===== config.mk =====
export PLATFORM = sky130hd
export DESIGN_NAME = com_intc
export DESIGN_NICKNAME = d
export VERILOG_FILES = /design/src/rtl/com_intc.sv
export SDC_FILE = /design/constraint.sdc
export NUM_CORES = 1
export LEC_CHECK = 0
export CORE_MARGIN = 2
export CORE_UTILIZATION = 54
export CTS_CLUSTER_SIZE = 12
export DETAILED_ROUTE_END_ITERATION = 12
export PLACE_DENSITY = 0.83
export SYNTH_ARGS = -nofsm -noshare
export SYNTH_HDL_FRONTEND = slang
export SYNTH_HIERARCHICAL = 1
export SYNTH_SLANG_ARGS = --single-unit

===== constraint.sdc =====
create_clock -name clk -period 5.04 [get_ports clk]
set_clock_uncertainty 0.05 [all_clocks]
set_input_delay 1.512 -clock clk [delete_from_list [all_inputs] [get_ports clk]]
set_output_delay 1.512 -clock clk [all_outputs]
set_load 0.02 [all_outputs]

===== src/rtl/com_intc.sv =====
// com_intc: fixed-priority interrupt controller on the risc8 8-bit COM bus.
// Define COM_INTC_SYNC_EN to pass every irq_src line through a 2-flop synchronizer.

module com_intc_src (
    input  logic clk,
    input  logic rst,
    input  logic src,
    input  logic clr,
    output logic pend
);
    logic src_s;
    logic prev;
    logic rise;

`ifdef COM_INTC_SYNC_EN
    logic [1:0] sync;

    always_ff @(posedge clk) begin
        if (rst) sync <= '0;
        else     sync <= {sync[0], src};
    end

    assign src_s = sync[1];
`else
    assign src_s = src;
`endif

    assign rise = src_s & ~prev;

    // a new edge wins over any clear landing in the same cycle
    always_ff @(posedge clk) begin
        if (rst) begin
            prev <= 1'b0;
            pend <= 1'b0;
        end else begin
            prev <= src_s;
            pend <= (pend & ~clr) | rise;
        end
    end
endmodule

module com_intc #(
    parameter int          NSRC      = 8,
    parameter logic [7:0]  BASE_ADDR = 8'hF0
) (
    input  logic            clk,
    input  logic            rst,
    input  logic [7:0]      com_addr,
    input  logic [7:0]      com_wr,
    input  logic            com_we,
    output logic [7:0]      com_rd,
    input  logic [NSRC-1:0] irq_src,
    output logic            interrupt
);
    typedef enum logic [1:0] {IDLE, ASSERT, SERVICE} state_t;

    typedef struct packed {
        logic w1c;
        logic mask_we;
        logic eoi;
        logic ctrl_we;
    } com_acc_t;

    generate
        if (NSRC < 1 || NSRC > 8) begin : g_bad_nsrc
            $error("com_intc: NSRC must be in 1..8");
        end
        if (BASE_ADDR[1:0] != 2'b00) begin : g_bad_base
            $error("com_intc: BASE_ADDR must be 4-byte aligned");
        end
    endgenerate

    state_t          state, state_nxt;
    com_acc_t        acc;
    logic            sel;
    logic [1:0]      off;
    logic [NSRC-1:0] pending, mask, hit, dclr, clr;
    logic            enable;
    logic [7:0]      vector, vec_nxt, rd_reg;
    logic            dispatch, vec_clr;

    assign sel = (com_addr[7:2] == BASE_ADDR[7:2]);
    assign off = com_addr[1:0];

    always_comb begin
        acc = '0;
        if (com_we && sel) begin
            case (off)
                2'd0: acc.w1c     = 1'b1;
                2'd1: acc.mask_we = 1'b1;
                2'd2: acc.eoi     = 1'b1;
                default: acc.ctrl_we = 1'b1;
            endcase
        end
    end

    assign hit  = pending & mask;
    assign dclr = hit & (~hit + NSRC'(1));
    assign clr  = (acc.w1c ? com_wr[NSRC-1:0] : '0) | (dispatch ? dclr : '0);

    // lowest index wins; vector is 1-based so 0 means nothing in service
    always_comb begin
        vec_nxt = '0;
        for (int i = NSRC - 1; i >= 0; i--)
            if (hit[i]) vec_nxt = 8'(i + 1);
    end

    for (genvar g = 0; g < NSRC; g++) begin : g_src
        com_intc_src u_src (
            .clk  (clk),
            .rst  (rst),
            .src  (irq_src[g]),
            .clr  (clr[g]),
            .pend (pending[g])
        );
    end

    always_ff @(posedge clk) begin
        if (rst) begin
            state     <= IDLE;
            interrupt <= 1'b0;
        end else begin
            state     <= state_nxt;
            interrupt <= (state_nxt == ASSERT);
        end
    end

    always_comb begin
        state_nxt = state;
        case (state)
            IDLE:    if (enable && |hit) state_nxt = ASSERT;
            ASSERT:  state_nxt = SERVICE;
            SERVICE: if (acc.eoi) state_nxt = IDLE;
            default: state_nxt = IDLE;
        endcase
    end

    always_comb begin
        dispatch = (state == IDLE) && enable && |hit;
        vec_clr  = (state == SERVICE) && acc.eoi;
    end

    // MASK/CTRL writes land on the same edge as a dispatch decided on the old values
    always_ff @(posedge clk) begin
        if (rst) begin
            mask   <= '0;
            enable <= 1'b0;
            vector <= '0;
        end else begin
            if (acc.mask_we) mask   <= com_wr[NSRC-1:0];
            if (acc.ctrl_we) enable <= com_wr[0];
            if (dispatch)     vector <= vec_nxt;
            else if (vec_clr) vector <= '0;
        end
    end

    always_comb begin
        rd_reg = '0;
        case (off)
            2'd0: rd_reg[NSRC-1:0] = pending;
            2'd1: rd_reg[NSRC-1:0] = mask;
            2'd2: rd_reg           = vector;
            default: rd_reg[0]     = enable;
        endcase
    end

    // the core latches com_rd while interrupt is high, so the vector overrides decode
    assign com_rd = interrupt ? vector : (sel ? rd_reg : 8'h00);
endmodule


==> qor.yml <==
status: "complete, no violations"
vias: 1472
regToRegSetupSlack_ps: 2850
mostFrequentLayoutCell: "dfxtp_1"
synth_top_cell_by_area: "dfxtp_1"
drc: 0
vias_per_cell: 5.84
finalCritPeriodShare_pct: 97.3
arrival_ps: 3340
io_pins: 36
synthesis.area_um2: 1680
critical_path.max_fanout: 7
cp_cell_sequence: "clkdlybuf4s50_1, nor4bb_2, nand3_1, or3_4, o22ai_1, dlygate4sd2_1"
cp_slowest_stage_delay_ps: 480
wire_per_inst_um: 15.6
critical_path.endpoint_type: "output pin"
final-setup-viol-count: 0
placedCellCount: 244
fin_nets: 245
synth-seq-cells: 32
ant_nets: 0
dieArea_um2: 3580
slew_violations: 0
timing.hold.ws_ps: 437
diodes: 0
grtUsageTotal_pct: 25.4
max_freq_mhz: 204
multiInputGateArea_um2: 1010
critPathSlowestCell: "clkdlybuf4s50_1"
maxCapViolations: 0
grt_pass1_vias: 1525
design_area_um2: 2160
min_path_type: "reg2reg"
port_buffers: 35
drive_gt1_share_pct: 15.5
rr_endpoint: "g_src[7].u_src/pend"
ys_warn_count: 6
fp.dieW_um: 59.8
layout_common_cells: "32 x dfxtp_1, 27 x clkdlybuf4s50_1, 19 x nor2_1"
worst_slew_pin_slew_ps: 825
routed_wl_um: 3930
drt-initial-drc-count: 88
stdcell_count: 252
yosysUniqueCellTypes: 41
rsz0062_at_grt: "false"
yosysSeqAreaShare_pct: 38.1
rows: 20
cts.path.max_buffers: 2
clk_pin_slew_ps: 90
synth_top_area_share_pct: 38.1
leakagePower_nw: 0.824
syn_avg_cell_area_um2: 9.62
synthToLayoutAreaGrowth_pct: 28.6
synthArstFlopShare_pct: 0
grt_max_degree: 19
worstHoldStart: "vector[2]"
rr_startpoint: "g_src[0].u_src/pend"
antenna_found_initial: 0
dpl_cell_area_um2: 2100
worstPathRequired_ps: 3480
power-per-cell-area_nw_per_um2: 224
critPathLaunchType: "input pin"
post-dp-hpwl_um: 2900
grt_overflow: 0
nFillCells: 233
synth_edf_count: 0
peakVddDrop_mv: 0.177
synth_flop_cell: "dfxtp_1"
htreeDepth: 2
holdPathStages: 2
whs_endpoint: "vector[2]"
synthCells: 175
cts_buffers: 5
postCtsSetupRepairBufs: 0
finalHoldViolCount: 0
clk_latency_ps: 340
p_total_w: 0.000484
cts_tree: "yes"
r2r_cells: 6
die_h_um: 59.8
cts.sinks: 32
finalWeightedCongestion: 0.888
max_slew_margin_pct: 44.8
synth_area_leaders: "dfxtp_1 38%, mux2i_1 10%, nand2b_4 6.5%"
initial_core_util_pct: 56.0
grt_pass1_wl_um: 6630
min_period_ps: 4900
seqCellArea_um2: 641
synth_fp_nets: 202
finalSetupTns_ps: 0
fp.coreArea_um2: 3000
dr.pass1.iters: 4
critPathKind: "in2out"
root_buffer: "clkbuf_4"
-- synthesized netlist by cell type, types with 2 or more instances --
library cell and number:
a21oi_2 8, o32ai_1 2, a21oi_1 2, a311o_1 3, nand2b_4 8, dfxtp_1 32
a22o_1 4, nand2_1 12, nand2b_1 9, o21ai_0 2, or3_1 2, nand3_1 3
clkbuf_1 2, a32o_1 2, nor2b_1 11, inv_1 6, nor2_1 19, a21o_1 2
and3_1 2, mux2i_1 17, buf_1 3, o22ai_1 3, nor3_1 3
-- how the worst max path moves through the flow --
stage | slack, ps | cells past startpoint | from | to
3_5_place_dp | -240 | 6 | com_addr[7] | com_rd[1]
4_1_cts | 40 | 6 | com_addr[7] | com_rd[0]
6_report | 140 | 6 | com_addr[7] | com_rd[1]
3_3_place_gp | -200 | 6 | com_addr[7] | com_rd[1]
2_1_floorplan | 720 | 5 | com_addr[3] | com_rd[1]
5_1_grt | 30 | 6 | com_addr[7] | com_rd[3]
-- state kept, by name (all words and copies together), names as in the netlist --
register	cells
g_src.u_src/pend	8
interrupt	1
g_src.u_src/prev	8
enable	1
mask	8
state	2
vector	4
-- kinds of logic (layout without fill, tap and decap cells) --
logic type | count (synthesis) | in the layout | share of synthesized area (%)
compound gates | 37 | 37 | 18.2
buf+inv | 11 | 55 | 2.45
flops | 32 | 32 | 38.1
mux | 18 | 18 | 11.7
simple gates | 77 | 77 | 29.6
-- cell type report --
cell class	instances	share of cell area [%]
repair buffers	41	18.0
well taps	33	1.91
inverters	6	1.04
flip-flops and latches	32	29.6
clock buffers	8	2.72
multi-input cells	132	46.8
-- report_power, final --
group | total [W] | switching, W | leakage, nW | internal, W
Combinational | 0.0000594 | 0.0000238 | 0.529 | 0.0000356
Sequential | 0.000270 | 0.00000899 | 0.262 | 0.000261
Clock | 0.000154 | 0.0000857 | 0.0326 | 0.0000687
Total | 0.000484 | 0.000119 | 0.824 | 0.000366
-- critical path: cells and delay by family --
kind	cells	cell delay [ps]
AND/OR/NAND/NOR	3	860
buffers and inverters	2	830
AO/OA/AOI/OAI	1	130
-- layer usage --
| layer | share of wire, % | GRT usage, % |
|---|---|---|
| met2 | 49 | 42.7 |
| met3 | 8.8 | 8.44 |
| met1 | 40 | 27.9 |
| met5 | 0 | 0 |
| met4 | 2.6 | 14.0 |
-- repair_timing --
| item | 4_1_cts | 5_1_grt |
|---|---|---|
| hold buffers | 0 | 0 |
| endpoints found under the setup margin | 7 | 2 |
| gates resized for setup | 8 | 2 |
-- through the flow --
| step | utilization [%] | setup slack, ps |
|---|---|---|
| 6_report | 72.1 | 135 |
| 5_1_grt | 72.1 | 31.0 |
| 4_1_cts | 71.8 | 43.6 |
| 3_5_place_dp | 70.0 | -244 |
| 3_3_place_gp | 70.0 | -195 |
| 2_1_floorplan | - | 721 |
(Power assumes the default switching activity.)
